==> src/rtl/video_mode_sequencer_if.sv <==
`default_nettype none
// ============================================================================
// Module   : video_mode_sequencer_if
// Brief    : Button/frame/auto inputs and mode-select outputs of the sequencer.
// Revision : 1.0
// ============================================================================
interface video_mode_sequencer_if;
  logic       btn_in;
  logic       new_frame_in;
  logic       auto_en_in;
  logic [1:0] mode_out;
  logic       mode_pending_out;
  logic       mode_change_out;

  modport master (
    output btn_in, new_frame_in, auto_en_in,
    input  mode_out, mode_pending_out, mode_change_out
  );

  modport slave (
    input  btn_in, new_frame_in, auto_en_in,
    output mode_out, mode_pending_out, mode_change_out
  );
endinterface
`default_nettype wire

==> src/rtl/video_mode_sequencer.sv <==
`default_nettype none
// ============================================================================
// Module   : video_mode_sequencer
// Brief    : Debounced button / auto-cycle mode select, committed on frame start.
// Revision : 1.0
// ============================================================================
module video_mode_sequencer #(
  parameter int         DEBOUNCE_CYCLES = 371250,
  parameter int         AUTO_FRAMES     = 120,
  parameter logic [3:0] MODE_MASK       = 4'b1111
) (
  input  wire logic             clk_pixel_in,
  input  wire logic             rst_n_in,
  video_mode_sequencer_if.slave bus
);
  localparam int             c_db_w    = $clog2(DEBOUNCE_CYCLES + 1);
  localparam int             c_fc_w    = $clog2(AUTO_FRAMES + 1);
  localparam logic [3:0]     c_mask    = MODE_MASK | 4'b0001;
  localparam logic [c_db_w-1:0] c_db_last = c_db_w'(DEBOUNCE_CYCLES - 1);
  localparam logic [c_fc_w-1:0] c_fc_last = c_fc_w'(AUTO_FRAMES - 1);

  logic              sync1_q, sync1_d, sync2_q, sync2_d;
  logic              stable_q, stable_d, press_q, press_d;
  logic [c_db_w-1:0] db_cnt_q, db_cnt_d;
  logic [c_fc_w-1:0] fc_q, fc_d;
  logic [1:0]        mode_q, mode_d, pmode_q, pmode_d;
  logic              pend_q, pend_d, chg_q, chg_d;
  logic [1:0]        w_base_mode, w_adv_mode;

  // Smallest enabled mode above m, wrapping; m itself if nothing else is enabled.
  function automatic logic [1:0] next_mode(input logic [1:0] m);
    logic [1:0] r;
    logic [1:0] cand;
    logic       found;
    r     = m;
    found = 1'b0;
    for (int i = 1; i < 4; i++) begin
      cand = m + 2'(i);
      if (!found && c_mask[cand]) begin
        r     = cand;
        found = 1'b1;
      end
    end
    return r;
  endfunction

  always_comb begin
    sync1_d  = bus.btn_in;
    sync2_d  = sync1_q;
    stable_d = stable_q;
    db_cnt_d = '0;
    press_d  = 1'b0;
    if (sync2_q != stable_q) begin
      if (db_cnt_q == c_db_last) begin
        stable_d = sync2_q;
        press_d  = sync2_q;
      end else begin
        db_cnt_d = db_cnt_q + c_db_w'(1);
      end
    end

    mode_d      = mode_q;
    pend_d      = pend_q;
    pmode_d     = pmode_q;
    fc_d        = fc_q;
    chg_d       = 1'b0;
    w_base_mode = 2'b00;
    w_adv_mode  = 2'b00;
    if (bus.new_frame_in) begin
      if (pend_q) begin
        mode_d = pmode_q;
        pend_d = 1'b0;
        fc_d   = '0;
        chg_d  = 1'b1;
      end else if (bus.auto_en_in) begin
        if (fc_q == c_fc_last) begin
          fc_d   = '0;
          mode_d = next_mode(mode_q);
          chg_d  = (mode_d != mode_q);
        end else begin
          fc_d = fc_q + c_fc_w'(1);
        end
      end
    end
    if (!bus.auto_en_in) fc_d = '0;

    // A press on a frame-pulse cycle builds on the freshly committed mode.
    if (press_q) begin
      w_base_mode = (pend_q && !bus.new_frame_in) ? pmode_q : mode_d;
      w_adv_mode  = next_mode(w_base_mode);
      if (w_adv_mode != w_base_mode) begin
        pmode_d = w_adv_mode;
        pend_d  = 1'b1;
      end
    end
  end

  always_ff @(posedge clk_pixel_in or negedge rst_n_in) begin
    if (!rst_n_in) begin
      sync1_q  <= 1'b0;
      sync2_q  <= 1'b0;
      stable_q <= 1'b0;
      press_q  <= 1'b0;
      db_cnt_q <= '0;
      fc_q     <= '0;
      mode_q   <= 2'b00;
      pmode_q  <= 2'b00;
      pend_q   <= 1'b0;
      chg_q    <= 1'b0;
    end else begin
      sync1_q  <= sync1_d;
      sync2_q  <= sync2_d;
      stable_q <= stable_d;
      press_q  <= press_d;
      db_cnt_q <= db_cnt_d;
      fc_q     <= fc_d;
      mode_q   <= mode_d;
      pmode_q  <= pmode_d;
      pend_q   <= pend_d;
      chg_q    <= chg_d;
    end
  end

  assign bus.mode_out         = mode_q;
  assign bus.mode_pending_out = pend_q;
  assign bus.mode_change_out  = chg_q;
endmodule
`default_nettype wire

==> src/flat_wrapper.sv <==
// flat-port wrapper written by rule: the top's interface ports become plain ports
module video_mode_sequencer_flat 
#(
  parameter int         DEBOUNCE_CYCLES = 371250,
  parameter int         AUTO_FRAMES     = 120,
  parameter logic [3:0] MODE_MASK       = 4'b1111
)
  (clk_pixel_in, rst_n_in, bus_btn_in, bus_new_frame_in, bus_auto_en_in, bus_mode_out, bus_mode_pending_out, bus_mode_change_out);
  video_mode_sequencer_if bus_i ();
  input  wire logic clk_pixel_in;
  input  wire logic rst_n_in;
  input wire logic [$bits(bus_i.btn_in)-1:0] bus_btn_in;
  input wire logic [$bits(bus_i.new_frame_in)-1:0] bus_new_frame_in;
  input wire logic [$bits(bus_i.auto_en_in)-1:0] bus_auto_en_in;
  output wire logic [$bits(bus_i.mode_out)-1:0] bus_mode_out;
  output wire logic [$bits(bus_i.mode_pending_out)-1:0] bus_mode_pending_out;
  output wire logic [$bits(bus_i.mode_change_out)-1:0] bus_mode_change_out;
  assign bus_i.btn_in = bus_btn_in;
  assign bus_i.new_frame_in = bus_new_frame_in;
  assign bus_i.auto_en_in = bus_auto_en_in;
  assign bus_mode_out = bus_i.mode_out;
  assign bus_mode_pending_out = bus_i.mode_pending_out;
  assign bus_mode_change_out = bus_i.mode_change_out;
  video_mode_sequencer #(.DEBOUNCE_CYCLES(DEBOUNCE_CYCLES), .AUTO_FRAMES(AUTO_FRAMES), .MODE_MASK(MODE_MASK)) u_core (.clk_pixel_in(clk_pixel_in), .rst_n_in(rst_n_in), .bus(bus_i));
endmodule
==> config.mk <==
export PLATFORM = sky130hd
export DESIGN_NAME = video_mode_sequencer_flat
export DESIGN_NICKNAME = d
export VERILOG_FILES = /design/src/rtl/video_mode_sequencer_if.sv /design/src/rtl/video_mode_sequencer.sv /design/src/flat_wrapper.sv
export SDC_FILE = /design/constraint.sdc
export NUM_CORES = 1
export LEC_CHECK = 0
export ABC_CLOCK_PERIOD_IN_PS = 4100
export BUFFER_PORTS_ARGS = -buffer_cell sky130_fd_sc_hd__buf_4
export CAP_MARGIN = 20
export CORE_MARGIN = 10
export CORE_UTILIZATION = 50
export DETAILED_ROUTE_END_ITERATION = 12
export PLACE_DENSITY = 0.67
export SLEW_MARGIN = 25
export SYNTH_ARGS = -nofsm -noshare
export SYNTH_HDL_FRONTEND = slang
export SYNTH_SLANG_ARGS = --single-unit
==> constraint.sdc <==
create_clock -name clk_pixel_in -period 4.1 [get_ports clk_pixel_in]
set_input_delay 0.82 -clock clk_pixel_in [delete_from_list [all_inputs] [get_ports clk_pixel_in]]
set_output_delay 0.82 -clock clk_pixel_in [all_outputs]
set_load 0.02 [all_outputs]
* Yosys cells after proc, flatten, opt, wreduce, memory -nomap -nowiden
Cells that the tools add are included.
Cells by class: $add $sub $neg 8, order comparisons 6, equality and inequality tests 6, muxes and demuxes 57, reductions and logical operators 12
Operators with widths (count):
- two-way mux 19 bit | 2
- two-way mux 2 bit | 16
- two-way mux 1 bit | 29
- two-way mux 7 bit | 4
- adder 19 x 1 -> 19 bit (second input constant) | 1
- equality test 19 bit (second input constant) | 1
- < comparator 2 x 3 -> 1 bit (second input constant) | 6
- binary-select mux 1 bit (select 2 bit) | 6
- adder 2 bit (second input constant) | 4
- adder 7 x 1 -> 7 bit (second input constant) | 1
- equality test 7 bit (second input constant) | 1
- logical AND 1 bit | 5
- zero test 1 bit | 5
- adder 2 x 1 -> 2 bit (second input constant) | 2
- != test 2 bit | 2
- AND reduction 2 bit | 2
- != test 2 bit (second input constant) | 1
- != test 1 bit | 1
Word-level totals: register bits after elaboration 36, bits of input ports 5, output and inout bits 4, word-level logic and storage cells 99

* Longest topological paths before layout
word-level depth 43, gate-level depth with buffers 8, mapped depth without buffers 7

* Worst setup path after synthesis
OpenSTA, ideal clock, no wires.
path type input-to-reg, start input port bus_new_frame_in, end register u_core.pmode_q[0], library setup time 0.125 ns, arrival 1.826 ns, required time 3.975 ns, path slack 2.149 ns, stages 5, path buffers 1, path through clkbuf_1 -> inv_1 -> nor4b_1 -> o31ai_1 -> mux2_2
On the way: word-level cells in the longest chain between the ends 18, elaborated cells between the ends (all ways) 27, those cells by class add/sub (3); eq/ne (1); mux (16); reduce/logical (7)
RTL lines:
- from (decl) | RTL line flat_wrapper.sv:13 | input wire logic [$bits(bus_i.new_frame_in)-1:0] bus_new_frame_in;
- zero test 1 bit | RTL line video_mode_sequencer.sv:89 | w_base_mode = (pend_q && !bus.new_frame_in) ? pmode_q : mode_d;
- logical AND 1 bit | RTL line video_mode_sequencer.sv:89
- two-way mux 2 bit (*) | RTL line video_mode_sequencer.sv:89
- adder 2 x 1 -> 2 bit | RTL line video_mode_sequencer.sv:38 | cand = m + 2'(i);
- binary-select mux 1 bit (select 2 bit) | RTL line video_mode_sequencer.sv:39 | if (!found && c_mask[cand]) begin
- two-way mux 1 bit (not written as such) | RTL line video_mode_sequencer.sv:39
- two-way mux 1 bit | RTL line video_mode_sequencer.sv:39
- two-way mux 1 bit | RTL line video_mode_sequencer.sv:88 | if (press_q) begin
- [... 2 more ...]
- two-way mux 1 bit | RTL line video_mode_sequencer.sv:39
- two-way mux 1 bit | RTL line video_mode_sequencer.sv:88
- zero test 1 bit | RTL line video_mode_sequencer.sv:39
- logical AND 1 bit | RTL line video_mode_sequencer.sv:39
- two-way mux 2 bit | RTL line video_mode_sequencer.sv:39
- two-way mux 2 bit | RTL line video_mode_sequencer.sv:88
- != test 2 bit | RTL line video_mode_sequencer.sv:91 | if (w_adv_mode != w_base_mode) begin
- AND reduction 2 bit (no line)
- to (signal assigned) | RTL line video_mode_sequencer.sv:118 | pmode_q <= pmode_d;
- to (decl) | RTL line video_mode_sequencer.sv:26 | logic [1:0] mode_q, mode_d, pmode_q, pmode_d;
Mark *: on every way between the ends. The rest lies on a longest branch, timed or not. The select of a mux whose other input is x is not followed. A chain may end at the register's enable or synchronous reset.

* Final worst setup path
start register u_core.pend_q (netlist: u_core.bus.mode_pending_out), end output port bus_mode_pending_out
RTL lines:
- from (decl) | RTL line video_mode_sequencer.sv:27 | logic pend_q, pend_d, chg_q, chg_d;
- from (signal assigned) | RTL line video_mode_sequencer.sv:119 | pend_q <= pend_d;
- to (decl) | RTL line flat_wrapper.sv:16 | output wire logic [$bits(bus_i.mode_pending_out)-1:0] bus_mode_pending_out;
No word-level cell between the ends.

==> metrics.txt <==
outcome=finished, final reports clean; Total GRT Usage=~11%; CTS Buffer Depth=2; Sequential Power Share=56.7%; first-pass iteration count of the detailed router=4; Final Non-Filler Cells=around 250; placed insts=240; vias per cell=about 5.6; number of hold buffers added after cts=0; Synth Area per Inst=9.88 µm²; delay-heaviest family, CP=flip-flops; Net Sw Frac=21.5%; Cell Int Power=506 µW; CP Cell Sequence=buf_4; first-pass GRT wire length=~5900 µm; gpl congestion=roughly 0.85; Seq cells post-synth=36; fin crit share=about half; H-Tree Depth=2; max-cap violations=0; total CTS buffers=5; Vias=~1.4k; largest net degree at the start of global routing=37; Final Power=645 µW; clock skew=between 0.004 and 0.005 ns; FF+latch area=approximately 900 µm²; Worst Tran Pin Value=about 0.62 ns; post-DR wirelength/cell=between 10 and 15 µm; core footprint=3630 µm²; Post-Synthesis Cell Area=about 1900 µm²; PD cells=between 300 and 400 nW/µm²; part of the power in the clock network=between 30% and 40%; initial antenna violation count=0; unrepaired setup endpoints after global routing=false; die height=just over 80 µm; most common cell in the netlist=dfrtp_1; IO buf count=8; Yosys top cell area share=about half; die area=6580 µm²; Synth top cells by count=dfrtp_1 (36), nor2_1 (26), nand2_1 (14); final setup fails=0; Initial Util=between 50% and 60%; critical path class=reg2out; startpoint types=flop; peak supply drop=a little over 0.0002 V; remaining antenna violation count=0; grt total ovfl=0; worst slack, placed=2.06 ns; total length of routed met2 wires=about 1800 µm; syn_nets=~200; ANT cells=0; # nets final=approximately 210; Period minus WS final=2.00 ns; Pleak=0.882 nW; post-CTS setup buffers=0; wire length on met1=about 1400 µm; share of layout cells above drive strength 1=13.5%; Top Metal Used=met4; Post-route DRC=0; Filler cells=about 350; synthesized instance count=189; First DRT Iteration DRCs=between 70 and 80; largest area contributor in the netlist=dfrtp_1; required time worst endpoint=around 3.3 ns; Post-synth EDFFs=0; CTS Root Cell=clkbuf_8; Total Routed Length=3400 µm; multi-input logic area=just over 900 µm²; Slew Viols, Final=0; Buf/Inv on CP=1; vias in the first global route=between 1k and 1.5k; slowest CP cell=dfrtp_1; Clk Latency, worst-skew pair=between 0.2 and 0.3 ns; critical path peak fanout=16; endpoints failing hold=0; crit path DAT=approximately 1.2 ns; post-CTS resize count=0; clock transition at the registers of the reported paths=approximately 0.070 ns; P_sw=roughly 140 µW; Syn. warnings=0; DIE WIDTH=~81 µm; Netlist cell types=46; Worst slew margin=58.7%; area grow syn2layout=10.2%; CTS Sinks=36; CTS tree=built; Crit path largest cell delay=roughly 0.66 ns; asr flop ratio synth=100%; Area contributors post-synth=dfrtp_1 (48%), xnor2_1 (6.1%), nor2_1 (5.2%); IO Count=9; Final HPWL DP=between 2000 and 2500 µm; met3 WL post-DR=~160 µm; setup TNS=0 ns; fmax=roughly 500 MHz; sequential-to-total area share from yosys stat=between 40% and 50%; critical path capture point type=output pin; Main synth FF type=dfrtp_1; Comb power frac=between 4 and 5%; Tightest Hold Check Type=reg2reg; # rows=22; Final WS setup=~2.1 ns
-- path summary, 6_finish.rpt --
path / from / endpoint / slack (ns) / depth (start not counted)
max reg2reg: u_core.db_cnt_q[0] / u_core.db_cnt_q[18] / 2.23 / 6
max in group asynchronous: rst_n_in / u_core.fc_q[1] / 3.30 / 1
max: u_core.bus.mode_pending_out / bus_mode_pending_out / 2.10 / 1
min: u_core.sync1_q / u_core.sync2_q / 0.38 / 0
min in group asynchronous: rst_n_in / u_core.fc_q[6] / 0.47 / 1
min reg2reg: u_core.sync1_q / u_core.sync2_q / 0.38 / 0
-- layer usage --
| layer | vias up | global-route usage, % |
|---|---|---|
| met3 | 5 | 3.97 |
| met2 | 29 | 19.7 |
| met1 | 688 | 12.4 |
| li1 | 672 | - |
| met5 | - | 0 |
| met4 | 0 | 5.19 |
-- cell type report --
cell class,instances,share of cell area (%)
repair buffers,8,2.92
well taps,48,2.92
inverters,11,2.01
clock buffers,8,4.38
flip-flops and latches,36,43.8
multi-input cells,137,44.0
-- logic make-up after synthesis --
family	after synthesis	synth area share (%)
AO/OA/AOI/OAI	24	8.78
adder cells (fa/ha/maj)	3	2.01
flip-flops	36	48.3
XOR/XNOR	19	8.91
AND/OR/NAND/NOR	87	26.5
multiplexers	4	2.28
buffers and inverters	16	3.28
-- through the flow --
stage | hold slack (ns) | cell area (µm²) | utilization [%]
final | 0.384 | 2060 | 56.6
after global routing | 0.405 | 2060 | 56.6
after CTS | 0.388 | 2060 | 56.6
after detailed placement | 0.373 | 1970 | 54.1
after global placement | 0.333 | 1970 | 54.1
after floorplan | 0.331 | 1870 | -
-- registers in the layout, indices dropped and copies added, names as in the netlist --
name and flops:
u_core.pmode_q 2, u_core.fc_q 7, u_core.db_cnt_q 19, u_core.sync1_q 1
u_core.press_q 1, u_core.bus.mode_pending_out 1, u_core.sync2_q 1, u_core.bus.mode_out 2
u_core.bus.mode_change_out 1, u_core.stable_q 1
-- placed cells by master, fill, tap and decap left out, types with 2 or more instances in the layout --
cell and count:
nor3_1 3, a21oi_1 4, dfrtp_1 36, mux2_2 2, nand3_1 8, nor4b_1 3, nor4_1 2, clkbuf_1 2
ha_1 3, o21ai_0 6, nand2_1 14, nand4_2 2, and3_1 3, nor2_1 26, inv_1 11, clkbuf_8 6
nand2b_1 4, or4_4 2, nand4b_1 2, nand4_1 3, buf_4 8, xnor2_1 13, nor2b_1 3, a21boi_0 3
o21a_1 2, mux2i_1 2, a21o_1 2, xor2_1 6
-- power groups by stage --
stage               logic, mW  clock network, mW  registers (mW)
detailed placement     0.0281                  0           0.372
CTS                    0.0282              0.262           0.366
global placement       0.0263                  0           0.372
floorplan              0.0150                  0           0.371
finish                 0.0273              0.252           0.366
global route           0.0314              0.279           0.366
No activity file was read; power rests on OpenSTA's default activity.
